[src/rtl/qspi_rd_master.sv]
// Single-bit SPI flash-read initiator: issues 03h/0Bh with a 24-bit address and
// returns one 32-bit word. Every output is a flop or a constant, so nothing glitches.
`timescale 1ns/1ps
module qspi_rd_master #(
  parameter int CLK_DIV = 4,
  parameter int CSN_GAP = 8
) (
  input  logic        fast_clk,
  input  logic        rst_n,
  input  logic        rd_req,
  input  logic        rd_cmd_fast,
  input  logic [23:0] rd_addr,
  output logic        rd_busy,
  output logic        rd_done,
  output logic [31:0] rd_data,
  output logic        qspi_clk,
  output logic        qspi_csn,
  output logic        qspi_di,
  input  logic        qspi_do,
  output logic        qspi_wpn,
  output logic        qspi_holdn
);

  localparam logic [2:0] S_IDLE  = 3'd0;
  localparam logic [2:0] S_SETUP = 3'd1;
  localparam logic [2:0] S_SHIFT = 3'd2;
  localparam logic [2:0] S_HOLD  = 3'd3;
  localparam logic [2:0] S_GAP   = 3'd4;

  localparam logic [7:0] DIV_LAST = 8'(CLK_DIV - 1);
  localparam logic [7:0] GAP_LAST = 8'(CSN_GAP - 1);

  logic [2:0]  state;
  logic [7:0]  cnt;
  logic [6:0]  bit_cnt;
  logic [39:0] sr;
  logic [31:0] cap;
  logic        fast;
  logic        last_bit;
  logic        data_phase;

  assign last_bit   = (bit_cnt == (fast ? 7'd71 : 7'd63));
  assign data_phase = (bit_cnt >= (fast ? 7'd40 : 7'd32));

  // Opcode/address/dummy leave from the top of sr; zeros fill in behind them,
  // so the dummy and data phases drive 0 without extra muxing.
  assign qspi_di    = sr[39];
  assign qspi_wpn   = 1'b1;
  assign qspi_holdn = 1'b1;

  always_ff @(posedge fast_clk or negedge rst_n) begin
    if (!rst_n) begin
      state    <= S_IDLE;
      cnt      <= '0;
      bit_cnt  <= '0;
      sr       <= '0;
      cap      <= '0;
      fast     <= 1'b0;
      qspi_clk <= 1'b0;
      qspi_csn <= 1'b1;
      rd_busy  <= 1'b0;
      rd_done  <= 1'b0;
      rd_data  <= '0;
    end else begin
      rd_done <= 1'b0;
      case (state)
        S_IDLE: begin
          if (rd_req) begin
            sr       <= {(rd_cmd_fast ? 8'h0B : 8'h03), rd_addr, 8'h00};
            fast     <= rd_cmd_fast;
            cnt      <= '0;
            qspi_csn <= 1'b0;
            rd_busy  <= 1'b1;
            state    <= S_SETUP;
          end
        end
        S_SETUP: begin
          if (cnt == DIV_LAST) begin
            cnt     <= '0;
            bit_cnt <= '0;
            state   <= S_SHIFT;
          end else cnt <= cnt + 8'd1;
        end
        S_SHIFT: begin
          if (cnt == DIV_LAST) begin
            cnt      <= '0;
            qspi_clk <= ~qspi_clk;
            // Falling edge: launch next MOSI bit, capture MISO at end of high phase.
            if (qspi_clk) begin
              sr <= {sr[38:0], 1'b0};
              if (data_phase) cap <= {cap[30:0], qspi_do};
              if (last_bit) state <= S_HOLD;
              else bit_cnt <= bit_cnt + 7'd1;
            end
          end else cnt <= cnt + 8'd1;
        end
        S_HOLD: begin
          if (cnt == DIV_LAST) begin
            cnt      <= '0;
            qspi_csn <= 1'b1;
            rd_done  <= 1'b1;
            rd_data  <= cap;
            state    <= S_GAP;
          end else cnt <= cnt + 8'd1;
        end
        S_GAP: begin
          if (cnt == GAP_LAST) begin
            cnt     <= '0;
            bit_cnt <= '0;
            rd_busy <= 1'b0;
            state   <= S_IDLE;
          end else cnt <= cnt + 8'd1;
        end
        default: state <= S_IDLE;
      endcase
    end
  end

endmodule

[config.mk]
export PLATFORM = sky130hd
export DESIGN_NAME = qspi_rd_master
export DESIGN_NICKNAME = d
export VERILOG_FILES = /design/src/rtl/qspi_rd_master.sv
export SDC_FILE = /design/constraint.sdc
export NUM_CORES = 1
export LEC_CHECK = 0
export CAP_MARGIN = 0
export CORE_MARGIN = 4
export CORE_UTILIZATION = 28
export CTS_CLUSTER_SIZE = 30
export DETAILED_ROUTE_END_ITERATION = 8
export GPL_TIMING_DRIVEN = 1
export PLACE_DENSITY_LB_ADDON = 0.25
export REMOVE_ABC_BUFFERS = 1
export SLEW_MARGIN = 15
export SYNTH_ARGS = -nofsm -noshare
export SYNTH_HDL_FRONTEND = slang
export SYNTH_SLANG_ARGS = --single-unit
[constraint.sdc]
create_clock -name fast_clk -period 2.6 [get_ports fast_clk]
set_input_delay 0.39 -clock fast_clk [delete_from_list [all_inputs] [get_ports fast_clk]]
set_output_delay 0.39 -clock fast_clk [all_outputs]
set_load 0.005 [all_outputs]
After elaboration in Yosys (flattened, before gate mapping). Index checks and enable logic that the tools add are counted.

Bits in registers: 127. Bits in latches: 0. Bits in writable memories: 0. Bits in read-only memories: 0. Input bits: 29. Word-level logic and storage cells: 80. Memories: 0.

Add/subtract/negate cells: 2. Multipliers: 0. Div/mod/pow operators: 0. Magnitude comparators: 1. Equality and inequality tests: 15. Shift operators: 0. Multiplexer cells: 33. Bitwise operators: 1. Reductions and logical operators: 17.

Operators with widths (number): 40-bit two-way mux (3); 40-bit one-hot mux with 2 select lines (1); 7-bit two-way mux (6); 8-bit two-way mux (3); 8-bit one-hot mux with 3 select lines (1); 3-bit two-way mux (7); 7-bit one-hot mux with 3 select lines (1); 2-bit inequality test, second input constant (8); 3-bit one-hot mux with 5 select lines (1); 8-bit by 1-bit adder with 8-bit output, second input constant (1); 8-bit by 2-bit == test with 1-bit output, second input constant (1); 8-bit by 3-bit == test with 1-bit output, second input constant (1); 4-bit two-way mux (2); 2-bit AND reduction (4); 4-bit AND reduction (2); 7-bit by 1-bit adder with 7-bit output, second input constant (1); 7-bit == test (1); 7-bit by 6-bit greater-or-equal comparator with 1-bit output (1); 7-bit AND reduction (1); 3-bit by 2-bit == test with 1-bit output, second input constant (2); 1-bit two-way mux (6); 3-bit AND reduction (2); 6-bit AND reduction (1); 2-bit nonzero test (3); 7 further kinds (9).

Depth between registers and ports, before layout. Gate-level depths: netlist of the first run.

Word-level depth: 6. Depth in mapped cells: 7. Gate-level depth less buffers: 6.

Worst setup path before layout of the first run. Ideal clock, no wire load.

Path type: reg-to-reg. From: reg cnt[0]. To: reg rd_data[25]. Setup time: 0.127 ns. Arrival: 1.874 ns. Required time: 2.473 ns. Slack: 0.598 ns. Stages on the path, launching flop included: 7. Buffers on the path: 1. Period minus slack after synthesis: 2.002 ns. Cell sequence: dfrtp_1 > ha_1 > or4b_4 > nor2_1 > nand4b_4 > buf_6 > mux2_1.

Cells in the longest elaborated chain, start to end: 2.

Ends and longest elaborated chain: from (decl) (RTL line 34) `logic [7:0] cnt;`; from (signal assigned) (RTL line 82) `end else cnt <= cnt + 8'd1;`; from (signal assigned) (RTL line 95) `end else cnt <= cnt + 8'd1;`; from (signal assigned) (RTL line 104) `end else cnt <= cnt + 8'd1;`; 8-bit by 2-bit == test with 1-bit output (RTL line 98) `if (cnt == DIV_LAST) begin`; 2-bit AND reduction (no line); to (signal assigned) (RTL line 102) `rd_data <= cap;`; to (decl) (RTL line 15) `output logic [31:0] rd_data,`.

No other way between the ends. A chain may end at the register's enable or synchronous reset.

Worst setup path in the final report of the first run.
From: reg cnt[0]. To: reg rd_data[26].

Same word-level chain as after synthesis.

==> run_results.csv, run 1 <==
group,metric,value,unit
run_status,outcome,"finished clean",
power,p_leak,3.09,nW
synthesis,ys_ff_latch,119,
clock_tree,clockBufferDepth,2,
floorplan,die-area,21500,sq um
route,vias,3457,
floorplan,fp.dieW,147,um
setup_path,ff2ff_path_depth,6,
clock_tree,clockRootBuffer,"clkbuf_16",
clock_tree,cts_tree,"yes",
timing,timing.fmax,0.454,GHz
timing,tightest_slew,0.602,ns
route,dr.pass1.iters,4,
place,dp.cells,726,
floorplan,core,18800,sq um
route,drt_iter0_drc,111,
timing,layout_min_cycle_time,2.20,ns
synthesis,synth_top_area_share,54.8,%
power,p_seq_share,38.9,%
route,drc,0,
clock_tree,ctsResizeCount,0,
clock_tree,clock_sinks,119,
setup_path,crit_path_max_fanout,34,
global_route,grt_max_degree,56,
floorplan,start_util,28.6,%
setup_path,cp-start-kind,"flop",
timing,finalSetupViolCount,0,
place,port_buffers,65,
route,ant_nets,0,
synthesis,synth_ff_type,"dfrtp_1",
finish,fin_cells,758,
power,clkPwrFrac,37.2,%
setup_path,cp-endpoint,"rd_data[26]",
finish,utilization,37.2,%
global_route,grt.met3_usage,5.00,%
setup_path,startpoint,"cnt[0]",
power,p_int,4.37,mW
place,dp_hpwl,7.15,mm
global_route,grt_pass1_vias,3609,
floorplan,dieHeight,147,um
flow_run,max_cap_viol_count,0,
place,gp_congestion,0.834,
setup_path,r2r_end,"rd_data[26]",
synthesis,yosys.area.top_type,"dfrtp_1",
finish,syn_to_final_growth,30.0,%
global_route,track_usage,10.6,%
synthesis,synth_warnings,0,
power,ir_drop,0.000448,V
synthesis,syn_area,5390,sq um
power,swShare,28.5,%
clock_tree,clk_latency,0.41,ns
finish,diodes,0,
setup_path,crit_type,"reg2reg",
global_route,antenna_found_initial,1,
synthesis,avgSynthCellArea,13.2,sq um
floorplan,floorplan.rows,50,
setup_path,ff2ff_setup_slack,0.40,ns
timing,holdWs,0.474,ns
synthesis,syn_inst,408,
setup_path,rr_startpoint,"cnt[0]",
synthesis,synth-seq-area-share,55.3,%
finish,drive_gt1_share,35.3,%
timing,finalMaxSlewViolations,0,
timing,rsz0062_at_grt,"no",
synthesis,synthArstFlopShare,100,%
synthesis,synthTopCellsByArea,"dfrtp_1 (55%), mux2_2 (24%), nand2_1 (1.5%), o21ai_0 (1.4%), mux2i_1 (1.1%)",
synthesis,synth.distinct_cells,56,
timing,fin_crit_sh,84.7,%
timing,relSlewSlack,59.9,%
floorplan,io-pin-count,68,
global_route,met2_usage,16.6,%
hold_path,hold_class,"in2async",
power,p_total,6.12,mW
setup_path,end_kind,"flop",
global_route,use_met1,13.1,%
global_route,grt-busiest-layer,"met2",
route,finalWirelength,10.9,mm
clock_tree,htree_levels,4,
timing,finClkSkew,0.00871,ns
timing,hold_viol_final,0,
global_route,grt_first_pass_wirelength,18.5,mm
clock_tree,clk_pin_slew,0.06,ns
route,drt-wirelength-per-cell,14.3,um
global_route,gr-total-overflow,0,
finish,final_common_cell,"dfrtp_1",
setup_path,required,2.89,ns
finish,final_cell_mix,"dfrtp_1 (118), mux2_2 (115), clkdlybuf4s50_1 (64)",
power,cellPowerDensity,874,nW/um^2
clock_tree,cts-buffers-inserted,17,
synthesis,synth-edff-count,0,
setup_path,crit_arrival,2.49,ns
power,combPwrFrac,23.9,%
route,via_per_inst,4.56,
finish,layout.nets,519,
power,switchingPower,1.75,mW
-- stage by stage --
| step | cell area (sq um) | worst slack (ns) | TNS [ns] |
|---|---|---|---|
| 2_1_floorplan | 5280 | -1.75 | -77.46 |
| 3_3_place_gp | 6410 | 0.430 | 0 |
| 3_5_place_dp | 6410 | 0.396 | 0 |
| 4_1_cts | 7000 | 0.377 | 0 |
| 5_1_grt | 7000 | 0.256 | 0 |
| 6_report | 7000 | 0.398 | 0 |
-- flip-flops by register name, summed over array words and instances (netlist names) --
register and count:
cap 32, bit_cnt 7, rd_data 32, fast 1, cnt 8, state 3
rd_done 1, rd_busy 1, qspi_csn 1, qspi_clk 1, sr 32
-- cells in the mapped netlist, types with 2 or more instances --
master       n
dfrtp_1    118
mux2_2     115
nand2_1     21
inv_1       15
o21ai_0     15
nor2_1       9
a21oi_1      8
buf_2        7
nand3_1      7
mux2i_1      6
clkbuf_1     5
nand4_1      5
nor3_1       5
ha_1         4
nand2b_1     4
o211ai_1     4
and3_1       3
buf_6        3
mux2_1       3
or3_1        3
a22oi_1      2
a2bb2oi_1    2
a31oi_1      2
and3b_1      2
buf_1        2
buf_4        2
o21ba_2      2
o31ai_1      2
or2_2        2
or4_1        2
or4bb_1      2
xor2_1       2
-- layer usage --
layer / wire (um) / share of wire, % / up-vias
li1: - / - / 1621
met1: 4910 / 45 / 1741
met2: 5120 / 47 / 82
met3: 720 / 6.6 / 11
met4: 102 / 0.94 / 2
met5: 13 / 0.12 / -
-- worst min path at each step --
stage | cells after the start | slack, ns | from | endpoint
6_report | 2 | 0.47 | rst_n | rd_data[16]
5_1_grt | 2 | 0.51 | rst_n | rd_data[16]
4_1_cts | 2 | 0.47 | rst_n | rd_data[16]
3_5_place_dp | 1 | 0.38 | rst_n | cap[16]
3_3_place_gp | 1 | 0.37 | rst_n | rd_data[16]
2_1_floorplan | 0 | 0.09 | rst_n | bit_cnt[0]
-- cell families after synthesis --
family          synth area share [%]
mux                             25.8
flops                           55.3
simple gates                    8.45
compound gates                  5.81
buf+inv                         3.18
fa+ha+maj                      0.929
xor+xnor                       0.488
other cells                   0.0696
-- worst max-delay path, stage by stage (launching register included) --
cell	delay, ns
dfrtp_1	0.37
ha_1	0.24
or4b_4	0.51
nor2_1	0.20
nand4b_4	0.11
buf_4	0.29
mux2_1	0.36
-- final cells by class --
| type | count | area [sq um] |
|---|---|---|
| clock inverter | 14 | 153 |
| fill | 1809 | 11800 |
| clock buffer | 17 | 425 |
| inverter | 15 | 56.3 |
| multi-input combinational | 255 | 2270 |
| sequential | 119 | 2980 |
| timing repair buffer | 78 | 798 |
| tap | 260 | 325 |
-- timing repair --
| item | CTS | global route |
|---|---|---|
| endpoints found under the hold margin | 35 | 0 |
| buffers inserted | 0 | 0 |
| hold buffers | 1 | 0 |
-- power groups by stage --
stage	clock network [mW]	logic [mW]	registers, mW
6_report	2.28	1.47	2.38
5_1_grt	2.45	1.62	2.42
4_1_cts	2.36	1.49	2.38
3_5_place_dp	0	1.48	2.41
3_3_place_gp	0	1.45	2.40
2_1_floorplan	0	1.06	2.35
Power figures use the tool's default switching activity.
==> run 2, diff against run 1 <==
- clock period: 2.6 -> 2.3 ns (I/O delays scaled with it)
==> run 2 against run 1 <==
Combinational power is 21% higher. Global-route usage grew 0.062 points. Count of clock-buffer cells in the layout up 2. Non-clock buffer count rose by 9. First-iteration DRC count is 40% higher. Die area unchanged. Largest cell class unchanged.
==> run_results.csv, run 2 (synthesis results as in run 1) <==
group,metric,value,unit
route,drt_iter0_drc,155,
timing,layout_min_cycle_time,2.13,ns
floorplan,fp.dieW,147,um
finish,reg.largest.list,"cap (32), rd_data (32), sr (32)",
timing,holdWs,0.450,ns
power,p_leak,3.13,nW
finish,final_common_cell,"dfrtp_1",
clock_tree,clockRootBuffer,"clkbuf_16",
route,finalWirelength,11.1,mm
floorplan,floorplan.rows,50,
setup_path,end_kind,"flop",
clock_tree,htree_levels,4,
timing,rsz0062_at_grt,"no",
route,met2_length,5.29,mm
timing,hold_viol_final,0,
place,port_buffers,65,
floorplan,start_util,28.6,%
global_route,grt_pass1_vias,3705,
clock_tree,clock_sinks,119,
place,dp_hpwl,7.25,mm
route,ant_nets,0,
floorplan,core,18800,sq um
route,wl_met1,4.80,mm
route,drc,0,
global_route,grt_max_degree,49,
timing,timing.fmax,0.469,GHz
setup_path,crit_arrival,2.40,ns
clock_tree,clk_pin_slew,0.05,ns
setup_path,required,2.57,ns
clock_tree,clockBufferDepth,2,
route,drt-wirelength-per-cell,14.4,um
global_route,gr-total-overflow,0,
clock_tree,cts-buffers-inserted,17,
timing,tightest_slew,0.512,ns
route,dr.pass1.iters,4,
setup_path,crit_type,"reg2reg",
global_route,track_usage,10.7,%
place,dpl_cell_area,6470,sq um
finish,drive_gt1_share,36.3,%
floorplan,io-pin-count,68,
finish,final_cell_mix,"dfrtp_1 (118), mux2_2 (115), clkdlybuf4s50_1 (64)",
timing,relSlewSlack,65.8,%
place,gp_congestion,0.859,
route,top_layer_used,"met5",
power,ir_drop,0.000518,V
power,cellPowerDensity,969,nW/um^2
power,p_total,6.86,mW
floorplan,die-area,21500,sq um
route,via_per_inst,4.52,
route,route.met3.wl,752,um
clock_tree,cts_tree,"yes",
timing,fin_tns_setup,0,ns
setup_path,crit_path_max_fanout,7,
run_status,outcome,"finished clean",
timing,fin_crit_sh,92.6,%
flow_run,max_cap_viol_count,0,
finish,fillers,1834,
global_route,grt_first_pass_wirelength,18.6,mm
finish,design_area,7070,sq um
floorplan,dieHeight,147,um
timing,finClkSkew,0.00927,ns
setup_path,cp-start-kind,"flop",
timing,finalSetupViolCount,0,
finish,diodes,0,
finish,syn_to_final_growth,31.3,%
finish,layout.nets,528,
timing,finalMaxSlewViolations,0,
hold_path,hold_class,"in2async",
route,vias,3470,
clock_tree,clk_latency,0.41,ns
global_route,antenna_found_initial,1,
run 2: cell types whose count changed in the layout (fill, tap and decap cells not counted), moves of 2 or more:
cell	change
buf_4	+6
clkinv_2	+2
clkinv_4	-2
inv_6	-2
run 2: area by class of cell:
class                      count  area, sq um  area share (%)
sequential                   119         2980            42.1
multi-input combinational    255         2270            32.0
timing repair buffer          87          900            12.7
clock buffer                  19          443            6.26
tap                          260          325            4.60
clock inverter                12          105            1.49
inverter                      15         56.3           0.796
run 2: metrics by stage:
step	instances	utilization (%)	setup WS [ns]
after floorplan	389	-	-2.05
after global placement	732	34.4	0.149
after detailed placement	732	34.4	0.142
after CTS	764	37.3	0.121
after global routing	767	37.6	0.0665
final	767	37.6	0.169
run 2: layer usage:
| layer | up-vias | GRT usage (%) |
|---|---|---|
| li1 | 1638 | - |
| met4 | 2 | 5.22 |
| met2 | 70 | 16.2 |
| met1 | 1740 | 13.1 |
| met5 | - | 0 |
| met3 | 20 | 4.60 |
run 2: critical path: stages, from the launching register on:
cell	delay (ns)
dfrtp_1	0.37
ha_1	0.23
or4b_4	0.51
or3_1	0.45
nor2_1	0.31
a31oi_1	0.13
run 2: worst paths after layout:
| kind | startpoint | end | slack [ns] | depth (start not counted) |
|---|---|---|---|---|
| worst max-delay path | cnt[0] | bit_cnt[6] | 0.17 | 5 |
| worst min-delay path | rst_n | cap[16] | 0.45 | 2 |
| worst max register to register | cnt[0] | bit_cnt[6] | 0.17 | 5 |
| worst min register to register | rd_data[26] | rd_data[26] | 0.49 | 1 |
| max in group asynchronous | rst_n | qspi_csn | 1.11 | 3 |
| min in group fast_clk | rd_data[26] | rd_data[26] | 0.49 | 1 |
run 2: power by group:
group / internal, mW / switching, mW
sequential: 2.44 / 0.206
clock: 1.50 / 0.936
combinational: 0.989 / 0.791
total: 4.92 / 1.93
run 2: repair_timing:
item	in CTS	in global routing
endpoints found under the setup margin	0	32
hold buffers	1	0
hold endpoints to repair	37	0
gates resized for setup	0	1
setup buffers	0	1
==> run 3, diff against run 2 <==
- CORE_ASPECT_RATIO: not set -> 0.9
- CORE_UTILIZATION: 28 -> 35
==> run 3 against run 2 <==
Flip-flop and latch count is the same. Highest routed layer is now met4. Combinational power about the same. Largest cell class unchanged. Largest power group is now clock. Cell count down 8.7%. Power is 4.2% higher. Register-to-register slack is essentially flat. First-iteration DRC count is 14% higher. Global-route usage up 1.6 points.
==> run_results.csv, run 3 (synthesis results as in run 1) <==
group,metric,value,unit
run_status,outcome,"finished clean",
clock_tree,htree_levels,4,
global_route,grt-busiest-layer,"met2",
timing,hold_viol_final,0,
timing,tightest_slew,0.635,ns
global_route,track_usage,12.3,%
floorplan,fp.dieW,139,um
power,p_int,5.20,mW
setup_path,cp_slowest_stage_delay,0.51,ns
finish,fin_cells,700,
setup_path,startpoint,"cnt[0]",
setup_path,cp_slowest_cell,"or4b_4",
floorplan,core,14900,sq um
setup_path,end_kind,"flop",
setup_path,crit_type,"reg2reg",
route,vias,3414,
global_route,antenna_found_initial,0,
global_route,grt_max_degree,48,
floorplan,io-pin-count,68,
finish,design_area,7010,sq um
place,dp.cells,668,
finish,layout.nets,523,
setup_path,worst-path-buf-inv,0,
global_route,grt_pass1_vias,3531,
timing,finalSetupViolCount,0,
clock_tree,clk_latency,0.41,ns
setup_path,required,2.58,ns
setup_path,path_cells,"ha_1 -> or4b_4 -> or3_1 -> nor2_1 -> a31oi_1",
finish,syn_to_final_growth,30.2,%
clock_tree,clockRootBuffer,"clkbuf_16",
power,ir_drop,0.000683,V
setup_path,crit_family,"simple AND/OR/NAND/NOR gates",
route,drt_iter0_drc,176,
route,drt-wirelength-per-cell,14.5,um
finish,reg.largest.list,"cap (32), rd_data (32), sr (32)",
timing,timing.fmax,0.468,GHz
power,swShare,27.1,%
setup_path,crit_arrival,2.41,ns
power,cellPowerDensity,1020,nW/um^2
floorplan,dieHeight,126,um
setup_path,crit_path_max_fanout,7,
floorplan,floorplan.rows,42,
timing,fin_tns_setup,0,ns
route,finalWirelength,10.2,mm
power,p_leak,3.14,nW
global_route,grt.met3_usage,4.62,%
flow_run,max_cap_viol_count,0,
route,dr.pass1.iters,4,
floorplan,start_util,36.1,%
timing,finClkSkew,0.00912,ns
timing,finalMaxSlewViolations,0,
setup_path,cp-start-kind,"flop",
place,dpl_cell_area,6390,sq um
global_route,gr-total-overflow,0,
place,gp_congestion,0.794,
route,drc,0,
setup_path,rr_startpoint,"cnt[0]",
clock_tree,cts_hold_buf,1,
clock_tree,clock_sinks,119,
timing,relSlewSlack,57.7,%
clock_tree,clockBufferDepth,2,
finish,drive_gt1_share,35.5,%
global_route,use_met1,16.6,%
power,clkPwrFrac,38.4,%
finish,final_cell_mix,"dfrtp_1 (118), mux2_2 (115), clkdlybuf4s50_1 (64)",
power,combPwrFrac,24.5,%
clock_tree,ctsResizeCount,0,
route,ant_nets,0,
place,dp_hpwl,6.60,mm
route,via_per_inst,4.88,
timing,fin_crit_sh,93.0,%
finish,final_common_cell,"dfrtp_1",
floorplan,die-area,17400,sq um
clock_tree,cts_setup_buffers,0,
power,p_seq_share,37.1,%
power,switchingPower,1.94,mW
clock_tree,cts_tree,"yes",
clock_tree,cts-buffers-inserted,17,
timing,layout_min_cycle_time,2.14,ns
clock_tree,clk_pin_slew,0.06,ns
hold_path,hold_class,"in2async",
place,port_buffers,65,
timing,rsz0062_at_grt,"no",
global_route,grt_first_pass_wirelength,17.5,mm
global_route,met2_usage,18.2,%
finish,diodes,0,
-- run 3: path summary, 6_finish.rpt --
kind                                to  slack [ns]  cells after the start
setup / recovery            bit_cnt[5]        0.16                      5
hold / removal                  sr[23]        0.50                      2
setup reg to reg            bit_cnt[5]        0.16                      5
hold reg to reg             bit_cnt[6]        0.50                      1
max in group asynchronous  rd_data[28]        1.16                      3
min in group fast_clk       bit_cnt[6]        0.50                      1
-- run 3: per-stage QoR --
stage                     hold slack, ns  power, mW  setup slack (ns)  utilization (%)
after global placement             0.418       4.39             0.211             42.8
final                              0.496       7.14             0.162             47.0
after floorplan                   0.0494       3.85             -2.05                -
after detailed placement           0.417       4.44             0.180             42.8
after CTS                          0.499       7.23             0.162             47.0
after global routing               0.501       7.54           0.00621             47.0
-- run 3: worst reg2reg max path, delay by kind of cell, from the launching register on --
kind / cells / cell delay (ns)
DFF: 1 / 0.37
AOI/OAI and AO/OA: 1 / 0.14
and+or+nand+nor: 3 / 1.28
adders and majority gates: 1 / 0.23
-- run 3: final cells by class --
type	count	area [sq um]
fill	1361	7910
tap	198	248
clock buffer	19	433
sequential	119	2980
clock inverter	12	178
timing repair buffer	82	853
multi-input combinational	255	2270
inverter	15	56.3
-- run 3: power by group through the flow --
stage	sequential, mW	combinational [mW]	clock [mW]
after global placement	2.66	1.72	0
after floorplan	2.65	1.20	0
after detailed placement	2.68	1.76	0
final	2.65	1.75	2.74
after CTS	2.65	1.77	2.81
after global routing	2.69	1.94	2.90
-- run 3: layer usage --
| layer | vias to the layer above | routed length, um |
|---|---|---|
| met4 | 0 | 111 |
| met3 | 12 | 431 |
| met2 | 73 | 4600 |
| li1 | 1624 | - |
| met1 | 1705 | 5020 |
| met5 | - | 0 |
